$ cat config.mk
export PLATFORM = sky130hd
export DESIGN_NAME = ppu_timing_gen
export DESIGN_NICKNAME = d
export VERILOG_FILES = /design/src/rtl/ppu_timing_pkg.sv /design/src/rtl/ce_divider.sv /design/src/rtl/ppu_timing_gen.sv
export SDC_FILE = /design/constraint.sdc
export NUM_CORES = 1
export LEC_CHECK = 0
export BUFFER_PORTS_ARGS = -buffer_cell sky130_fd_sc_hd__buf_2
export CORE_MARGIN = 1.5
export CORE_UTILIZATION = 50
export DETAILED_ROUTE_END_ITERATION = 16
export PLACE_DENSITY = 0.77
export REMOVE_ABC_BUFFERS = 1
export SYNTH_ARGS = -nofsm -noshare
export SYNTH_HDL_FRONTEND = slang
export SYNTH_SLANG_ARGS = --single-unit
$ cat constraint.sdc
create_clock -name clk -period 3.6 [get_ports clk]
set_input_delay 0 -clock clk [delete_from_list [all_inputs] [get_ports clk]]
set_output_delay 0 -clock clk [all_outputs]
set_load 0.005 [all_outputs]
$ cat src/rtl/ppu_timing_pkg.sv
// ppu_timing_pkg: shared PPU raster constants and the frame-length helper.
package ppu_timing_pkg;
    localparam logic [8:0] H_LAST      = 9'd340;
    localparam logic [8:0] H_SKIP      = 9'd339;
    localparam logic [8:0] V_PRE       = 9'd511;
    localparam logic [8:0] V_LAST_NTSC = 9'd260;
    localparam logic [8:0] V_LAST_PAL  = 9'd310;
    localparam logic [8:0] VBL_LINE    = 9'd241;
    localparam logic [8:0] VBL_DOT     = 9'd1;

    function automatic logic [8:0] last_line(input logic pal);
        return pal ? V_LAST_PAL : V_LAST_NTSC;
    endfunction
endpackage

$ cat src/rtl/ce_divider.sv
// ce_divider: divides clk into a one-clk dot enable and a half-phase companion.
module ce_divider #(
    parameter int CE_DIV = 4
) (
    input  logic clk,
    input  logic reset,
    output logic pix_ce,
    output logic pix_ce_n
);
    localparam int W = $clog2(CE_DIV);
    logic [W-1:0] cnt;
    logic [W-1:0] cnt_nxt;
    assign cnt_nxt = (cnt == W'(CE_DIV - 1)) ? '0 : cnt + 1'b1;
    // enables are registered copies of the decode of the next count
    always_ff @(posedge clk or posedge reset) begin
        if (reset) begin
            cnt      <= '0;
            pix_ce   <= 1'b0;
            pix_ce_n <= 1'b0;
        end else begin
            cnt      <= cnt_nxt;
            pix_ce   <= cnt_nxt == '0;
            pix_ce_n <= cnt_nxt == W'(CE_DIV / 2);
        end
    end
endmodule

$ cat src/rtl/ppu_timing_gen.sv
// ppu_timing_gen: NES/PAL PPU dot and line counters, vblank, frame parity and odd-frame dot skip.
module ppu_timing_gen
    import ppu_timing_pkg::*;
#(
    parameter int CE_DIV = 4
) (
    input  logic       clk,
    input  logic       reset,
    input  logic       rendering_en,
    input  logic       pal,
    output logic       pix_ce,
    output logic       pix_ce_n,
    output logic [8:0] count_h,
    output logic [8:0] count_v,
    output logic       vblank,
    output logic       frame_start,
    output logic       frame_odd
);
    logic       pal_q;
    logic       skip;
    logic       h_end;
    logic       frame_load;
    logic [8:0] h_nxt;
    logic [8:0] v_nxt;

    ce_divider #(.CE_DIV(CE_DIV)) u_div (
        .clk     (clk),
        .reset   (reset),
        .pix_ce  (pix_ce),
        .pix_ce_n(pix_ce_n)
    );

    // frame length follows the standard latched at the last frame boundary
    assign skip       = !pal_q && rendering_en && frame_odd && count_v == V_PRE && count_h == H_SKIP;
    assign h_end      = count_h == H_LAST || skip;
    assign frame_load = h_end && count_v == V_PRE;
    assign h_nxt      = h_end ? '0 : count_h + 9'd1;
    assign v_nxt      = !h_end ? count_v :
                        count_v == V_PRE ? '0 :
                        count_v == last_line(pal_q) ? V_PRE : count_v + 9'd1;

    always_ff @(posedge clk or posedge reset) begin
        if (reset) begin
            count_h     <= '0;
            count_v     <= V_PRE;
            vblank      <= 1'b0;
            frame_start <= 1'b0;
            frame_odd   <= 1'b0;
            pal_q       <= 1'b0;
        end else begin
            frame_start <= pix_ce && frame_load;
            if (pix_ce) begin
                count_h <= h_nxt;
                count_v <= v_nxt;
                vblank  <= (h_nxt == VBL_DOT && v_nxt == VBL_LINE) ? 1'b1 :
                           (h_nxt == VBL_DOT && v_nxt == V_PRE) ? 1'b0 : vblank;
                if (frame_load) begin
                    frame_odd <= !frame_odd;
                    pal_q     <= pal;
                end
            end
        end
    end
endmodule

Word-level counts from Yosys, hierarchy flattened
Index checks and enable logic that the tools add are counted.
{"block": "classes", "muxes": 8, "eq_ne": 9, "shifts": 0, "n_addsub": 3, "multipliers": 0, "reduce_logical": 15, "order_cmp": 0, "n_div": 0, "bitwise": 0}
{"cell": "$eq 9x9->1 const B", "n": 4}
{"cell": "$mux 9", "n": 4}
{"cell": "$add 9x1->9 const B", "n": 2}
{"cell": "$eq 9x1->1 const B", "n": 1}
{"cell": "$eq 9x8->1 const B", "n": 1}
{"cell": "$eq 9x9->1", "n": 1}
{"cell": "$logic_and 1x1->1", "n": 8}
{"cell": "$mux 6", "n": 1}
{"cell": "$eq 2x2->1 const B", "n": 2}
{"cell": "$reduce_and 2->1", "n": 2}
{"cell": "$add 2x1->2 const B", "n": 1}
{"cell": "$logic_not 1->1", "n": 2}
{"cell": "$logic_not 2->1", "n": 1}
{"cell": "$mux 1", "n": 2}
{"cell": "$mux 2", "n": 1}
{"cell": "$reduce_bool 2->1", "n": 1}
{"cell": "$logic_or 1x1->1", "n": 1}
{"block": "totals", "reg_bits": 26, "latch_bits": 0, "word_cells": 44, "input_bits": 4, "rom_bits": 0, "ramBits": 0, "out_inout_bits": 23, "mem_count": 0}

Longest topological paths before layout
Gate-level depths: netlist of the first run.
{"block": "depth", "ltp_word": 11, "ltp_mapped": 11, "mapped_depth_nobuf": 10}

Hierarchy
A second synthesis of the first run with hierarchy kept.
{"block": "hier_totals", "hier_cells": 163, "area_unflattened_um2": 1556.5}
{"mod": "ppu_timing_gen", "seq_area_each_um2": 561.8, "area_per_inst_um2": 1403.8, "n_inst": 1, "cells_each": 152}
{"mod": "ce_divider", "seq_area_each_um2": 100.1, "area_per_inst_um2": 152.6, "n_inst": 1, "cells_each": 11}

Least setup slack after synthesis of the first run
No wires, ideal clock.
{"block": "synth_path", "path_type": "register to register", "startpoint": "register count_v[0]", "endpoint": "register vblank", "path_stages_with_launch": 11, "required_ps": 3524, "synth_period_minus_slack_ps": 2453, "n_path_buf": 0, "arrival_ps": 2377, "setup_time_ps": 76, "setup_slack_ps": 1147, "cell_sequence": "dfstp_2 > ha_1 > nand3_1 > nor2_1 > ha_1 > nand4b_1 > o21ai_1 > a21boi_1 > a2111oi_0 > a41oi_1 > o21ai_1"}
{"block": "synth_between", "elab_chain_cells": 9, "word_cells_on_any_way": 18, "classes_between": "1 x add/sub; 5 x eq/ne; 5 x mux; 7 x reduce/logical"}
{"item": "start: declaration", "line_no": "ppu_timing_gen.sv:14", "rtl": "output logic [8:0] count_v,"}
{"item": "start signal: assignment", "line_no": "ppu_timing_gen.sv:54", "rtl": "count_v <= v_nxt;"}
{"item": "parallel branches: the longest is 9 deep, another holds $add 9x1->9"}
{"item": "end signal: assignment", "line_no": "ppu_timing_gen.sv:55", "rtl": "vblank <= (h_nxt == VBL_DOT && v_nxt == VBL_LINE) ? 1'b1 :"}
{"item": "end: declaration", "line_no": "ppu_timing_gen.sv:15", "rtl": "output logic vblank,"}
Parallel ways; which one is timed is not known.
A chain may end at the register's enable or synchronous reset.

Worst setup path after layout of the first run
Ends and elaborated chain as after synthesis.

==> results of run 1 <==
routing by layer:
layer	vias to the layer above	part of all wire, %	GRT usage [%]
met4	0	2.1	10.0
li1	744	-	-
met3	7	4.3	3.52
met1	738	47	31.6
met2	37	47	34.7
met5	-	0	0
final cells by class:
class / instances / area share [%]
Sequential cell: 26 / 33.5
Tap cell: 46 / 2.92
Multi-Input combinational cell: 140 / 50.4
Clock inverter: 1 / 1.52
Timing Repair Buffer: 30 / 8.37
Inverter: 11 / 2.09
Clock buffer: 3 / 1.14
final timing paths:
check                          endpoint  slack (ps)  cells after the start          from
setup / recovery                 vblank         690                     10    count_v[0]
hold / removal                    pal_q         390                      3           pal
setup reg to reg                 vblank         690                     10    count_v[0]
hold reg to reg            u_div.cnt[0]         490                      1  u_div.cnt[0]
max in group asynchronous    count_h[8]        2630                      3         reset
min in group asynchronous     frame_odd         400                      3         reset
power by group through the flow:
stage / clock network (mW) / registers [mW] / logic (mW)
finish: 0.207 / 0.293 / 0.00872
global route: 0.226 / 0.293 / 0.0107
CTS: 0.213 / 0.293 / 0.00927
detailed placement: 0 / 0.298 / 0.00760
global placement: 0 / 0.298 / 0.00749
floorplan: 0 / 0.298 / 0.00427
placed cells by master, fill, tap and decap left out, types with 4 or more instances in the layout:
master / count
dfrtp_1: 17
o21ai_1: 11
nand3_1: 7
and3_1: 4
buf_2: 26
inv_1: 11
nand2_1: 19
o211ai_1: 4
o21ai_0: 6
a21oi_1: 13
ha_1: 7
nor2_1: 8
dfstp_2: 9
synth_stat cells, types with 3 or more instances:
master    count  area, um^2
a21o_1        3        22.5
a21oi_1      13        65.1
a31oi_1       3        18.8
and3_1        4        25.0
buf_2         6        30.0
dfrtp_1      17         425
dfstp_2       9         236
ha_1          7        87.6
inv_1        11        41.3
nand2_1      19        71.3
nand2b_1      3        18.8
nand3_1       7        35.0
nand4_1       3        18.8
nor2_1        8        30.0
nor3_1        3        15.0
o211ai_1      4        30.0
o21ai_0       6        30.0
o21ai_1      11        55.1
flip-flops by register name (all words and copies together), names as in the netlist:
signal / count
pal_q: 1
u_div.pix_ce: 1
u_div.cnt: 2
u_div.pix_ce_n: 1
vblank: 1
count_h: 9
frame_start: 1
frame_odd: 1
count_v: 9
stage by stage:
| stage | total power, mW | cell area, um^2 | hold slack [ps] | instances | util [%] |
|---|---|---|---|---|---|
| floorplan | 0.302 | 1700 | 33.3 | 177 | - |
| global placement | 0.305 | 1900 | 213 | 251 | 57.0 |
| detailed placement | 0.305 | 1900 | 217 | 251 | 57.0 |
| CTS | 0.515 | 1970 | 381 | 257 | 59.1 |
| global route | 0.530 | 1970 | 404 | 257 | 59.1 |
| finish | 0.509 | 1970 | 394 | 257 | 59.1 |
worst max-delay path: stages (launching register included):
cell and delay [ps]:
dfstp_2 660, ha_1 260, nand3_1 160, nor2_1 150, ha_1 180, nand4b_1 140
o21ai_1 450, a21boi_1 190, a2111oi_0 410, a41oi_1 160, o21ai_1 90
what timing repair did:
action	in CTS	in global routing
hold buffers	2	0
setup buffers	0	0
hold endpoints to repair	18	0
logic make-up after synthesis:
kind of cell    Yosys count  share of synthesized area, %
compound gates           63                          26.2
xor+xnor                  3                          1.51
fa+ha+maj                 7                          5.02
buf+inv                  19                          4.95
flops                    26                          38.0
simple gates             64                          22.5
mux                       3                          1.87
==> results.sh, run 1 <==
export IMPL_placementRows=21
export IMPL_ios=27
export IMPL_drc=0
export IMPL_gp_congestion=0.860
export IMPL_netlist_area_mm2=0.00174
export IMPL_async_reset_ff_share_pct=100
export IMPL_dieArea_mm2=0.00385
export IMPL_antenna_found_initial=0
export IMPL_finalHoldViolCount=0
export IMPL_portBuffers=26
export IMPL_nNetsFinal=223
export IMPL_cp_required_ps=3880
export IMPL_worstPathArrival_ps=3190
export IMPL_yosysWarningCount=0
export IMPL_numClockSinks=26
export IMPL_finalSetupTns_ps=0
export IMPL_fin_crit_sh_pct=80.8
export IMPL_slew_headroom_pct=36.8
export IMPL_syn2layout_area_growth_pct=13.2
export IMPL_power_leakage_nw=0.871
export IMPL_cts_buffers=3
export IMPL_wl_per_cell_um=14.9
export IMPL_via_per_inst=5.94
export IMPL_tightest_slew_ps=947
export IMPL_n_fill_cell=332
export IMPL_fin_worst_skew_ps=3.16
export IMPL_switchingPower_mw=0.100
export IMPL_rsz0062_at_grt="no"
export IMPL_wirelength_um=3820
export IMPL_drtIter0Drc=75
export IMPL_initial_core_util_pct=52.2
export IMPL_cp_start_kind="flip-flop"
export IMPL_grt_max_degree=27
export IMPL_core_area_mm2=0.00334
export IMPL_multi_input_area_um2=995
export IMPL_yosys_register_bits=26
export IMPL_syn_inst=185
export IMPL_intPower_mw=0.408
export IMPL_ir_worst_vdd_mv=0.157
export IMPL_clkPwrFrac_pct=40.7
export IMPL_cts_root_buf="clkbuf_4"
export IMPL_grt_pass1_vias=1371
export IMPL_outcome="completed"
export IMPL_clkSlewWorstSetupHoldPaths_ps=150
export IMPL_maxClockFrequency_ghz=0.344
export IMPL_crit_fanout=9
export IMPL_endpoint_kind="flip-flop"
export IMPL_ant_nets=0
export IMPL_finalWorstSetupSlack_ps=693
export IMPL_h_tree_depth=1
export IMPL_yosysSeqAreaShare_pct=38.0
export IMPL_clock_latency_ps=340
export IMPL_grt_pass1_wl_um=6400
export IMPL_vias=1526
export IMPL_drv_slew=0
export IMPL_grt_ovfl_total=0
export IMPL_dp_hpwl_um=2730
export IMPL_drive_gt1_share_pct=26.1
export IMPL_ys_flop_type="dfrtp_1"
export IMPL_grtUsageTotal_pct=22.7
export IMPL_cts_tree="built"
export IMPL_worst_setup_path_type="flip-flop to flip-flop"
export IMPL_sw_frac_of_total_pct=19.7
export IMPL_cts_buffer_depth=2
export IMPL_die_x_um=62.0
export IMPL_regArea_um2=662
export IMPL_power_frac_seq_pct=57.6
export IMPL_pwr_share_comb_pct=1.7
export IMPL_finalCriticalPeriod_ps=2910
export IMPL_post_cts_resized=0
export IMPL_post_place_ws_ps=782
export IMPL_cap_viol_max_count=0
export IMPL_synth_edf_count=0
export IMPL_fp_dieH_um=62.0
export IMPL_synth_cell_types=59
export IMPL_diodes=0
export IMPL_hp_class="input port to flip-flop"
export IMPL_first_pass_iters=4
export IMPL_power_density_mw_per_mm2=258
export IMPL_finalSetupViolCount=0
export IMPL_syn_area_per_cell_um2=9.42
(Power assumes the default switching activity.)
==> run 2, diff against run 1 <==
--- a/config.mk
+++ b/config.mk
@@ -5,11 +5,12 @@
 export SDC_FILE = /design/constraint.sdc
 export NUM_CORES = 1
 export LEC_CHECK = 0
+export ABC_AREA = 1
 export BUFFER_PORTS_ARGS = -buffer_cell sky130_fd_sc_hd__buf_2
 export CORE_MARGIN = 1.5
 export CORE_UTILIZATION = 50
 export DETAILED_ROUTE_END_ITERATION = 16
-export PLACE_DENSITY = 0.77
+export PLACE_DENSITY = 0.79
 export REMOVE_ABC_BUFFERS = 1
 export SYNTH_ARGS = -nofsm -noshare
 export SYNTH_HDL_FRONTEND = slang
==> constraint.sdc (replaced) <==
create_clock -name clk -period 2.4 [get_ports clk]
set_input_delay 0 -clock clk [delete_from_list [all_inputs] [get_ports clk]]
set_output_delay 0 -clock clk [all_outputs]
set_load 0.005 [all_outputs]
==> run 2 against run 1 <==
  * The flow now finishes with violations (negative setup slack)
  * Flip-flop and latch count stayed put
  * Die area is 1.4% higher
  * Critical path type unchanged
  * First-iteration DRC count grew 41%
  * Clock power fell by 3%
  * Global-route usage fell by 1.2 points
  * Largest power group unchanged
  * Fmax up 19%
  * Clock-buffer cell count is 1 higher
  * Register-to-register slack got worse by 740 ps
==> results.sh, run 2 <==
export IMPL_yosys_area_top_type="dfrtp_1"
export IMPL_synth_most_common_cell="nand2_1"
export IMPL_syn2layout_area_growth_pct=24.4
export IMPL_finalHoldViolCount=0
export IMPL_synthDominantCellAreaShare_pct=24.1
export IMPL_synth_area_top_cells="dfrtp_1, nand2_1, dfstp_2, nand3_1, inv_1"
export IMPL_grt_pass1_wl_um=6780
export IMPL_antenna_found_initial=0
export IMPL_cts_buffer_depth=2
export IMPL_diodes=0
export IMPL_top_layer="met4"
export IMPL_grt_pass1_vias=1517
export IMPL_tightest_slew_ps=920
export IMPL_crit_fanout=8
export IMPL_maxClockFrequency_ghz=0.408
export IMPL_syn_area_per_cell_um2=7.34
export IMPL_vias=1747
export IMPL_finalCriticalPeriod_ps=2450
export IMPL_grt_max_degree=27
export IMPL_yosysSeqAreaShare_pct=37.4
export IMPL_core_area_mm2=0.00336
export IMPL_finalWorstSetupSlack_ps=-50.1
export IMPL_violations="negative setup slack"
export IMPL_synth_edf_count=0
export IMPL_dr_wl_met3_um=238
export IMPL_outcome="complete, but fails checks"
export IMPL_wl_per_cell_um=12.8
export IMPL_cts_buffers=3
export IMPL_via_per_inst=5.26
export IMPL_route_met2_wl_um=2030
export IMPL_cts_tree="built"
export IMPL_path_cells="ha_4, nand3_4, nor4_4, ha_2, nand3_4, o21ai_4, nand2_4, buf_6, buf_8, nor2_8, nand2_4, xor2_1"
export IMPL_reg2reg_to="frame_odd"
export IMPL_wirelength_um=4250
export IMPL_reg_top3="count_h (9), count_v (9), u_div.cnt (2)"
export IMPL_post_place_ws_ps=-61.4
export IMPL_initial_core_util_pct=52.6
export IMPL_layout_common_cells="nand2_1, inv_1, buf_2"
export IMPL_finalPower_mw=0.653
export IMPL_drv_slew=0
export IMPL_layout_commonest_cell="nand2_1"
export IMPL_drive_gt1_share_pct=31.5
export IMPL_portBuffers=26
export IMPL_first_pass_iters=4
export IMPL_cp_start_kind="flip-flop"
export IMPL_max_stage_delay_ps=580
export IMPL_regToRegStartpoint="count_v[1]"
export IMPL_dieArea_mm2=0.00390
export IMPL_fp_dieH_um=62.5
export IMPL_endpoint_kind="flip-flop"
export IMPL_n_fill_cell=302
export IMPL_worstRegToRegCells=12
export IMPL_gp_congestion=0.876
export IMPL_worst_setup_path_type="flip-flop to flip-flop"
export IMPL_reg2reg_slack_ps=-50
export IMPL_drc=0
export IMPL_h_tree_depth=1
export IMPL_grtUsageTotal_pct=21.4
export IMPL_slew_headroom_pct=38.6
export IMPL_synth_common_cells="nand2_1, inv_1, nand3_1, nor2_1, dfrtp_1"
export IMPL_drt_met1_wl_um=1910
export IMPL_syn_inst=241
export IMPL_placementRows=21
export IMPL_yosys_register_bits=26
export IMPL_cp_required_ps=2630
export IMPL_ir_worst_vdd_mv=0.260
export IMPL_synth_cell_types=32
export IMPL_clock_latency_ps=330
export IMPL_yosysWarningCount=0
export IMPL_finalSetupTns_ps=-278
export IMPL_cts_root_buf="clkbuf_4"
export IMPL_cap_viol_max_count=0
export IMPL_cp_slowest_cell="dfstp_2"
export IMPL_hold_path_depth=6
export IMPL_netlist_area_mm2=0.00177
export IMPL_die_x_um=62.5
export IMPL_hp_start="rendering_en"
export IMPL_ys_flop_type="dfrtp_1"
export IMPL_numClockSinks=26
export IMPL_dp_hpwl_um=3020
export IMPL_clkSlewWorstSetupHoldPaths_ps=150
export IMPL_power_leakage_nw=1.23
export IMPL_ant_nets=0
export IMPL_worstPathArrival_ps=2680
export IMPL_hp_class="input port to flip-flop"
export IMPL_ios=27
export IMPL_rsz0062_at_grt="yes"
export IMPL_async_reset_ff_share_pct=100
export IMPL_power_density_mw_per_mm2=297
export IMPL_fin_worst_skew_ps=10.5
export IMPL_nNetsFinal=298
export IMPL_fin_crit_sh_pct=102
export IMPL_drtIter0Drc=106
export IMPL_finalSetupViolCount=10
export IMPL_hold_path_end="count_h[3]"
export IMPL_grt_ovfl_total=0
## run 2: changes by cell type after synthesis, moves of 4 or more
cell	change
nand2_1	+55
inv_1	+15
nand3_1	+14
nor2_1	+12
a21oi_1	-11
o21ai_1	-9
o22ai_1	+7
buf_2	-6
o21ai_0	+6
nor2_2	+5
and3_1	-4
inv_2	+4
o211ai_1	-4
xor2_1	+4
## run 2: where the power goes
group,internal [mW],switching (mW),leakage [nW]
clock network,0.0653,0.135,0.0150
logic,0.00393,0.00934,0.927
registers,0.439,0,0.287
total,0.508,0.145,1.23
## run 2: repair_timing
| action | in CTS | in global routing |
|---|---|---|
| resized for setup | 3 | 20 |
| buffers inserted | 0 | 10 |
| endpoints found under the setup margin | 3 | 10 |
| endpoints found under the hold margin | 18 | 0 |
| pin swaps | 0 | 17 |
| hold buffers | 2 | 0 |
## run 2: through the flow
| stage | cells | utilization [%] | hold WS (ps) | cell area, um^2 |
|---|---|---|---|---|
| CTS | 322 | 60.7 | 233 | 2040 |
| finish | 332 | 65.4 | 341 | 2200 |
| global placement | 316 | 58.9 | 219 | 1980 |
| global route | 332 | 65.4 | 390 | 2200 |
| detailed placement | 316 | 58.9 | 227 | 1980 |
| floorplan | 235 | - | 33.3 | 1730 |
## run 2: cells by family (layout without fill, tap and decap cells)
family	Yosys count	in the layout	share of synthesized area (%)
AND/OR/NAND/NOR	138	138	37.1
flip-flops	26	26	37.4
adder cells (fa/ha/maj)	7	7	4.95
XOR/XNOR	7	7	3.47
AO/OA/AOI/OAI	25	25	7.86
buffers and inverters	38	83	9.20
## run 2: worst max-delay path, delay by kind of cell, from the launching register on
family                     cells  cell delay, ps
AOI/OAI and AO/OA              1             190
and+or+nand+nor                6             740
buffers and inverters          2             290
adders and majority gates      2             410
xor gates and xnor gates       1             140
DFF                            1             580
## run 2: per-layer routing
| layer | GRT usage (%) | vias to the layer above |
|---|---|---|
| met4 | 7.78 | 0 |
| met5 | 0 | - |
| li1 | - | 866 |
| met1 | 31.4 | 812 |
| met2 | 33.1 | 62 |
| met3 | 1.98 | 7 |
## run 2: worst max-delay path by stage
| stage | startpoint | end | slack (ps) |
|---|---|---|---|
| floorplan | count_v[0] | vblank | -60 |
| global placement | count_v[0] | frame_odd | 130 |
| detailed placement | count_v[1] | frame_odd | -60 |
| CTS | count_v[1] | frame_odd | 8 |
| global route | count_v[1] | vblank | -150 |
| finish | count_v[1] | frame_odd | -50 |
## run 2: cell type report
class | count | area [um^2] | area share (%)
multi-input combinational | 177 | 1030 | 46.8
sequential | 26 | 662 | 30.1
timing repair buffer | 47 | 304 | 13.8
inverter | 32 | 121 | 5.52
tap | 46 | 57.6 | 2.62
clock buffer | 4 | 26.3 | 1.19
